## src/rtl/mem_access_ctrl_if.sv

```systemverilog
// Request/memory bundle between the address-select stage, the load/store
// engine and the byte-addressed data memory.
interface mem_access_ctrl_if;
  logic        start;
  logic        is_store;
  logic [1:0]  size;
  logic        sign_ext;
  logic [31:0] addr;
  logic [31:0] wdata;
  logic [31:0] mem_rdata;
  logic [31:0] mem_addr;
  logic [31:0] mem_wdata;
  logic        mem_wr;
  logic [31:0] rdata;
  logic        busy;
  logic        done;
  logic        misalign;

  modport master (
    output start, is_store, size, sign_ext, addr, wdata, mem_rdata,
    input  mem_addr, mem_wdata, mem_wr, rdata, busy, done, misalign
  );

  modport slave (
    input  start, is_store, size, sign_ext, addr, wdata, mem_rdata,
    output mem_addr, mem_wdata, mem_wr, rdata, busy, done, misalign
  );
endinterface

```

## src/rtl/mem_access_ctrl.sv

```systemverilog
// Multicycle load/store engine: word-aligned memory access, read-modify-write
// for sub-word stores, sign/zero-extended sub-word loads, misalignment fault.
module mem_access_ctrl #(
  parameter int MEM_LAT = 1
) (
  input  logic             clk,
  input  logic             reset,
  mem_access_ctrl_if.slave bus
);

  typedef enum logic [2:0] {IDLE, READ, WRITE, DONE, FAULT} state_t;

  localparam logic [2:0] LAT = 3'(MEM_LAT);

  state_t      state_q, state_d;
  logic [2:0]  cnt_q, cnt_d;
  logic [31:0] mem_addr_q, mem_addr_d;
  logic [31:0] mem_wdata_q, mem_wdata_d;
  logic [31:0] rdata_q, rdata_d;
  logic [1:0]  lane_q, lane_d;
  logic [1:0]  size_q, size_d;
  logic [15:0] wdata_q, wdata_d;
  logic        store_q, store_d;
  logic        sext_q, sext_d;

  function automatic logic misaligned(input logic [1:0] sz, input logic [1:0] a);
    case (sz)
      2'b01:   return a[0];
      2'b10:   return 1'b0;
      default: return a != 2'b00;
    endcase
  endfunction

  function automatic logic [31:0] extract(input logic [31:0] word, input logic [1:0] sz,
                                          input logic [1:0] lane, input logic sext);
    logic [31:0] sh;
    case (sz)
      2'b10: begin
        sh = word >> {lane, 3'b000};
        return {{24{sext & sh[7]}}, sh[7:0]};
      end
      2'b01: begin
        sh = word >> {lane[1], 4'b0000};
        return {{16{sext & sh[15]}}, sh[15:0]};
      end
      default: return word;
    endcase
  endfunction

  function automatic logic [31:0] merge(input logic [31:0] old, input logic [15:0] wd,
                                        input logic [1:0] sz, input logic [1:0] lane);
    logic [31:0] mask;
    logic [31:0] ins;
    if (sz == 2'b10) begin
      mask = 32'h0000_00FF << {lane, 3'b000};
      ins  = {24'h0, wd[7:0]} << {lane, 3'b000};
    end else begin
      mask = 32'h0000_FFFF << {lane[1], 4'b0000};
      ins  = {16'h0, wd} << {lane[1], 4'b0000};
    end
    return (old & ~mask) | (ins & mask);
  endfunction

  always_comb begin
    state_d     = state_q;
    cnt_d       = cnt_q;
    mem_addr_d  = mem_addr_q;
    mem_wdata_d = mem_wdata_q;
    rdata_d     = rdata_q;
    lane_d      = lane_q;
    size_d      = size_q;
    wdata_d     = wdata_q;
    store_d     = store_q;
    sext_d      = sext_q;
    case (state_q)
      IDLE: begin
        if (bus.start) begin
          lane_d  = bus.addr[1:0];
          size_d  = bus.size;
          wdata_d = bus.wdata[15:0];
          store_d = bus.is_store;
          sext_d  = bus.sign_ext;
          cnt_d   = 3'd0;
          if (misaligned(bus.size, bus.addr[1:0])) begin
            state_d = FAULT;
          end else begin
            mem_addr_d = {bus.addr[31:2], 2'b00};
            // Full-word stores need no read of the old word.
            if (bus.is_store && (bus.size == 2'b00 || bus.size == 2'b11)) begin
              mem_wdata_d = bus.wdata;
              state_d     = WRITE;
            end else begin
              state_d = READ;
            end
          end
        end
      end
      READ: begin
        if (cnt_q == LAT) begin
          if (store_q) begin
            mem_wdata_d = merge(bus.mem_rdata, wdata_q, size_q, lane_q);
            state_d     = WRITE;
          end else begin
            rdata_d = extract(bus.mem_rdata, size_q, lane_q, sext_q);
            state_d = DONE;
          end
        end else begin
          cnt_d = cnt_q + 3'd1;
        end
      end
      WRITE:   state_d = DONE;
      DONE:    state_d = IDLE;
      FAULT:   state_d = IDLE;
      default: state_d = IDLE;
    endcase
  end

  always_ff @(posedge clk) begin
    if (reset) begin
      state_q     <= IDLE;
      cnt_q       <= 3'd0;
      mem_addr_q  <= 32'h0;
      mem_wdata_q <= 32'h0;
      rdata_q     <= 32'h0;
    end else begin
      state_q     <= state_d;
      cnt_q       <= cnt_d;
      mem_addr_q  <= mem_addr_d;
      mem_wdata_q <= mem_wdata_d;
      rdata_q     <= rdata_d;
    end
  end

  // Captured request fields are only meaningful once an operation starts.
  always_ff @(posedge clk) begin
    lane_q  <= lane_d;
    size_q  <= size_d;
    wdata_q <= wdata_d;
    store_q <= store_d;
    sext_q  <= sext_d;
  end

  assign bus.mem_addr  = mem_addr_q;
  assign bus.mem_wdata = mem_wdata_q;
  assign bus.mem_wr    = (state_q == WRITE);
  assign bus.rdata     = rdata_q;
  assign bus.busy      = (state_q != IDLE);
  assign bus.done      = (state_q == DONE) || (state_q == FAULT);
  assign bus.misalign  = (state_q == FAULT);

endmodule

```

## src/flat_wrapper.sv

```systemverilog
// flat-port wrapper written by rule: the top's interface ports become plain ports
module mem_access_ctrl_flat 
#(
  parameter int MEM_LAT = 1
)
  (clk, reset, bus_start, bus_is_store, bus_size, bus_sign_ext, bus_addr, bus_wdata, bus_mem_rdata, bus_mem_addr, bus_mem_wdata, bus_mem_wr, bus_rdata, bus_busy, bus_done, bus_misalign);
  mem_access_ctrl_if bus_i ();
  input  logic clk;
  input  logic reset;
  input wire logic [$bits(bus_i.start)-1:0] bus_start;
  input wire logic [$bits(bus_i.is_store)-1:0] bus_is_store;
  input wire logic [$bits(bus_i.size)-1:0] bus_size;
  input wire logic [$bits(bus_i.sign_ext)-1:0] bus_sign_ext;
  input wire logic [$bits(bus_i.addr)-1:0] bus_addr;
  input wire logic [$bits(bus_i.wdata)-1:0] bus_wdata;
  input wire logic [$bits(bus_i.mem_rdata)-1:0] bus_mem_rdata;
  output wire logic [$bits(bus_i.mem_addr)-1:0] bus_mem_addr;
  output wire logic [$bits(bus_i.mem_wdata)-1:0] bus_mem_wdata;
  output wire logic [$bits(bus_i.mem_wr)-1:0] bus_mem_wr;
  output wire logic [$bits(bus_i.rdata)-1:0] bus_rdata;
  output wire logic [$bits(bus_i.busy)-1:0] bus_busy;
  output wire logic [$bits(bus_i.done)-1:0] bus_done;
  output wire logic [$bits(bus_i.misalign)-1:0] bus_misalign;
  assign bus_i.start = bus_start;
  assign bus_i.is_store = bus_is_store;
  assign bus_i.size = bus_size;
  assign bus_i.sign_ext = bus_sign_ext;
  assign bus_i.addr = bus_addr;
  assign bus_i.wdata = bus_wdata;
  assign bus_i.mem_rdata = bus_mem_rdata;
  assign bus_mem_addr = bus_i.mem_addr;
  assign bus_mem_wdata = bus_i.mem_wdata;
  assign bus_mem_wr = bus_i.mem_wr;
  assign bus_rdata = bus_i.rdata;
  assign bus_busy = bus_i.busy;
  assign bus_done = bus_i.done;
  assign bus_misalign = bus_i.misalign;
  mem_access_ctrl #(.MEM_LAT(MEM_LAT)) u_core (.clk(clk), .reset(reset), .bus(bus_i));
endmodule
```

## config.mk

```make
export PLATFORM = sky130hd
export DESIGN_NAME = mem_access_ctrl_flat
export DESIGN_NICKNAME = d
export VERILOG_FILES = /design/src/rtl/mem_access_ctrl_if.sv /design/src/rtl/mem_access_ctrl.sv /design/src/flat_wrapper.sv
export SDC_FILE = /design/constraint.sdc
export NUM_CORES = 1
export LEC_CHECK = 0
export CAP_MARGIN = 10
export CORE_MARGIN = 3
export CORE_UTILIZATION = 30
export DETAILED_ROUTE_END_ITERATION = 12
export GPL_ROUTABILITY_DRIVEN = 0
export PLACE_DENSITY = 0.54
export SLEW_MARGIN = 20
export SYNTH_ARGS = -nofsm -noshare
export SYNTH_HDL_FRONTEND = slang
export SYNTH_SLANG_ARGS = --single-unit
export TNS_END_PERCENT = 30
```

## constraint.sdc

```tcl
create_clock -name clk -period 2.8 [get_ports clk]
set_clock_uncertainty 0.1 [all_clocks]
set_input_delay 0.56 -clock clk [delete_from_list [all_inputs] [get_ports clk]]
set_output_delay 0.56 -clock clk [all_outputs]
set_load 0.1 [all_outputs]
```

==> flow_summary.ini, run 1 <==
[run_status]
status = finished clean

[final_layout]
insertedDiodeCount = 0
fin_cells = 1131
layout_common_cells = nand2_1, buf_4, clkdlybuf4s50_1
fin_nets = 961
fillers = 1960
drive_above_1_share = 0.236
area_delta_synth_final_pct = 44.1
fin_area_mm2 = 0.00871
final_common_cell = nand2_1

[global_route]
grt_pass1_vias = 5753
grt_max_degree = 90
antenna_found_initial = 0
grt_first_pass_wirelength_um = 32500
track_usage = 0.192
grt_remaining_overflow = 0

[timing]
worstMarginPinSlew_ns = 0.663
rsz0062_at_grt = false
hold_slack_ns = 0.357
max_clock_freq_ghz = 0.408
fin_ws_ns = 0.349
hold_viol = 0
finalSetupViolCount = 0
fin_crit_ns = 2.45
fin_crit_sh = 0.875
slew_viol_final = 0
relSlewSlack = 0.558

[logic_synthesis]
synth.cell_area_mm2 = 0.00604
synth_area_leader_cell = dfxtp_1
synthDistinctLibCells = 48
synth_cells = 675
synth.avg_cell_area_um2 = 8.95
yosysSeqAreaShare = 0.441
synth_warnings = 0
synth_edf_count = 22
ys_seq_elements = 122
ys_top_cells_by_area = dfxtp_1, edfxtp_1, nand2_1, a21oi_1, mux2_2
yosysTopAreaCellShare = 0.331
synthFlopType = dfxtp_1
async_flop_share = 0

[detailed_routing]
post_drt_wl_per_cell_um = 18.7
num_vias = 5769
drc = 0
drtIter0Drc = 317
dr.pass1.iters = 5
via_per_inst = 5.10
finalWirelength_um = 21200
final_antenna_net_count = 0

[floorplanning]
coreArea_mm2 = 0.0197
die_x_um = 148
chipHeight_um = 148
row_count = 51
initial_utilization = 0.307
die_area_mm2 = 0.0219
io_pins = 203

[power_and_ir_drop]
peakVddDrop_mv = 0.560
total_power_uw = 7570
p_per_area_mw_per_mm2 = 870
p_leak_uw = 0.00345

[placement]
dp_hpwl_um = 15400
place_area_mm2 = 0.00811
dp_cells = 1099
post-place-ws_ns = -0.0380
io_buffers = 200

[hold_path]
hold_path_class = flop to flop

[clock_network]
cts_setup_buffers = 0
clockBufferDepth = 2
cts_made_buffers = 17
ctsResizeCount = 0
cts_root_buf = clkbuf_16
htreeDepth = 4
holdBufCountCts = 0
clkSinkCount = 122
clk_latency_ns = 0.42
cts_tree = done
clk_pin_slew_ns = 0.06

[critical_path]
cp-end-kind = flop
worstSetupStartpointType = flop
critPathMaxFanout = 15
arrival_ns = 2.69
worstSetupPathType = flop to flop
cp.required_ns = 3.04

[job]
max-cap-violations = 0
## synth_stat cells (all sizes together), types with 4 or more instances
cell type,n
o2111ai,17
a21oi,77
buf,23
inv,10
nor2,17
edfxtp,22
o221ai,4
mux2,31
and2,5
nand2,117
a31o,9
nand3,15
clkbuf,43
a311oi,7
nor3,5
ha,5
a21o,7
dfxtp,100
a31oi,9
o21ai,42
nor2b,25
mux2i,26
o211ai,8
a2111o,16
nand2b,10
o41ai,5
## layer usage
layer / part of all wire / up-vias / track usage / wire length [µm]
li1: - / 2784 / - / -
met4: 0.030 / 0 / 0.0790 / 643
met2: 0.47 / 235 / 0.308 / 10000
met5: 0 / - / 0 / 0
met1: 0.41 / 2714 / 0.234 / 8740
met3: 0.084 / 36 / 0.0687 / 1790
## power breakdown
| group | internal (µW) | switching (µW) | total, µW |
|---|---|---|---|
| Sequential | 2040 | 165 | 2200 |
| Combinational | 915 | 2260 | 3180 |
| Clock | 1370 | 820 | 2190 |
| Total | 4320 | 3250 | 7570 |
## critical path, stage by stage, from the launching register on
cell and delay, ns:
edfxtp_1 0.40, inv_1 0.08, ha_1 0.52, buf_4 0.27, nand3_1 0.12, a2111o_1 0.50
a31o_2 0.26, mux2i_1 0.11
## cells by family after synthesis
logic type / synth area share
compound gates: 0.231
xor+xnor: 0.00290
fa+ha+maj: 0.0104
buf+inv: 0.0561
flops: 0.441
mux: 0.105
other cells: 0.000621
simple gates: 0.154
## cell type report
class | count | area (µm²) | area share
Clock buffer | 22 | 507 | 0.0582
Clock inverter | 10 | 85.1 | 0.00977
Inverter | 10 | 37.5 | 0.00431
Multi-Input combinational cell | 478 | 3080 | 0.353
Sequential cell | 122 | 2660 | 0.306
Tap cell | 265 | 332 | 0.0381
Timing Repair Buffer | 224 | 2010 | 0.231
## metrics by stage
step / setup TNS, ns / utilization
finish: 0 / 0.443
global route: 0 / 0.443
CTS: 0 / 0.443
detailed placement: -0.0380 / 0.413
global placement: 0 / 0.413
floorplan: -0.290 / -
## registers in the layout (all words and copies together), names as in the netlist
name / count
u_core.wdata_q: 16
u_core.bus.mem_wdata: 32
u_core.bus.rdata: 32
u_core.sext_q: 1
u_core.store_q: 1
u_core.lane_q: 2
u_core.bus.mem_addr: 30
u_core.size_q: 2
u_core.state_q: 3
u_core.cnt_q: 3
## path summary, 6_finish.rpt
path                                        startpoint  slack, ns  cells after the start                        to
worst max register to register        u_core.size_q[0]       0.35                      7  u_core.bus.mem_wdata[30]
worst max-delay path                  u_core.size_q[0]       0.35                      7  u_core.bus.mem_wdata[30]
worst min-delay path            u_core.bus.mem_addr[4]       0.36                      2    u_core.bus.mem_addr[4]
worst min register to register  u_core.bus.mem_addr[4]       0.36                      2    u_core.bus.mem_addr[4]
Power figures use the tool's default switching activity.
==> inputs of run 2 (changes only) <==
MAX_ROUTING_LAYER = met4   (was unset)
==> flow_summary.ini, run 2 (synthesis gave the netlist of run 1 again) <==
[run_status]
status = finished clean

[power_and_ir_drop]
power.switching_uw = 3250
total_power_uw = 7570
peakVddDrop_mv = 0.561
power_frac_clock = 0.289
p_per_area_mw_per_mm2 = 870
seq_power_share = 0.291
power_frac_comb = 0.420
p_leak_uw = 0.00345
p_sw_frac = 0.429
intPower_uw = 4320

[hold_path]
hold_path_class = flop to flop

[detailed_routing]
via_per_inst = 5.12
final_antenna_net_count = 0
finalWirelength_um = 21200
dr.pass1.iters = 5
post_drt_wl_per_cell_um = 18.7
drtIter0Drc = 324
drc = 0
num_vias = 5789

[clock_network]
cts_made_buffers = 17
holdBufCountCts = 0
htreeDepth = 4
cts_setup_buffers = 0
ctsResizeCount = 0
clk_pin_slew_ns = 0.06
clockBufferDepth = 2
cts_tree = done
cts_root_buf = clkbuf_16
clkSinkCount = 122
clk_latency_ns = 0.42

[timing]
finalSetupViolCount = 0
max_clock_freq_ghz = 0.408
slew_viol_final = 0
worstMarginPinSlew_ns = 0.659
rsz0062_at_grt = false
fin_crit_ns = 2.45
hold_viol = 0
finalSetupTns_ns = 0
fin_crit_sh = 0.874
relSlewSlack = 0.560

[critical_path]
reg2regPathDepth = 7
arrival_ns = 2.69
r2r_setup_slack_ns = 0.35
cp-end-kind = flop
critPathMaxFanout = 15
cp.required_ns = 3.04
r2r-start = u_core.size_q[0]
worstSetupPathType = flop to flop
crit_start = u_core.size_q[0]
worstSetupStartpointType = flop
cp-endpoint = u_core.bus.mem_wdata[30]
rr_endpoint = u_core.bus.mem_wdata[30]

[floorplanning]
die_x_um = 148
die_area_mm2 = 0.0219
io_pins = 203
chipHeight_um = 148
initial_utilization = 0.307
row_count = 51
coreArea_mm2 = 0.0197

[global_route]
track_usage = 0.197
antenna_found_initial = 0
grt_remaining_overflow = 0
grt_max_degree = 90
grt_first_pass_wirelength_um = 32400
grt_pass1_vias = 5746

[final_layout]
drive_above_1_share = 0.236
utilization = 0.443
fin_cells = 1131
area_delta_synth_final_pct = 44.1
fin_nets = 961
insertedDiodeCount = 0
final_common_cell = nand2_1
layout_common_cells = nand2_1, buf_4, clkdlybuf4s50_1

[placement]
io_buffers = 200
dp_cells = 1099
dp_hpwl_um = 15400

[job]
max-cap-violations = 0
## run 2: worst min path at each step
stage / to / depth (start not counted) / slack (ns) / startpoint
final: u_core.bus.mem_addr[4] / 2 / 0.35 / u_core.bus.mem_addr[4]
after global placement: u_core.bus.mem_addr[18] / 2 / 0.34 / u_core.bus.mem_addr[18]
after detailed placement: u_core.bus.mem_addr[28] / 2 / 0.35 / u_core.bus.mem_addr[28]
after global routing: u_core.bus.mem_addr[16] / 2 / 0.38 / u_core.bus.mem_addr[16]
after floorplan: u_core.cnt_q[2] / 2 / 0.42 / u_core.cnt_q[2]
after CTS: u_core.bus.mem_addr[28] / 2 / 0.36 / u_core.bus.mem_addr[28]
## run 2: stage by stage
stage | area, µm² | setup WS [ns] | hold WS, ns
CTS | 8710 | 0.353 | 0.356
detailed placement | 8110 | -0.0380 | 0.348
finish | 8710 | 0.352 | 0.354
floorplan | 6060 | -0.290 | 0.419
global route | 8710 | 0.222 | 0.379
global placement | 8110 | 0.0656 | 0.344
## run 2: per-layer routing
| layer | vias to the layer above | part of all wire | track usage |
|---|---|---|---|
| met5 | - | 0 | - |
| met4 | 0 | 0.030 | 0.0790 |
| met3 | 37 | 0.081 | 0.0607 |
| met2 | 249 | 0.48 | 0.308 |
| met1 | 2716 | 0.41 | 0.239 |
| li1 | 2787 | - | - |
## run 2: final cells by class
cell class / count / area (µm²)
Timing Repair Buffer: 224 / 2010
Tap cell: 265 / 332
Multi-Input combinational cell: 478 / 3080
Clock buffer: 22 / 507
Inverter: 10 / 37.5
Sequential cell: 122 / 2660
Fill cell: 1960 / 10900
Clock inverter: 10 / 85.1
## run 2: critical path: stages, from the launching register on
cell and delay (ns):
edfxtp_1 0.40, inv_1 0.07, ha_1 0.52, buf_4 0.27, nand3_1 0.12, a2111o_1 0.50, a31o_2 0.26, mux2i_1 0.11
## run 2: power groups by stage
stage	registers, µW	logic [µW]	clock network (µW)
2_1_floorplan	3280	1250	0
3_3_place_gp	2230	3150	0
3_5_place_dp	2240	3180	0
4_1_cts	2200	3190	2250
5_1_grt	2230	3360	2330
6_report	2200	3180	2190
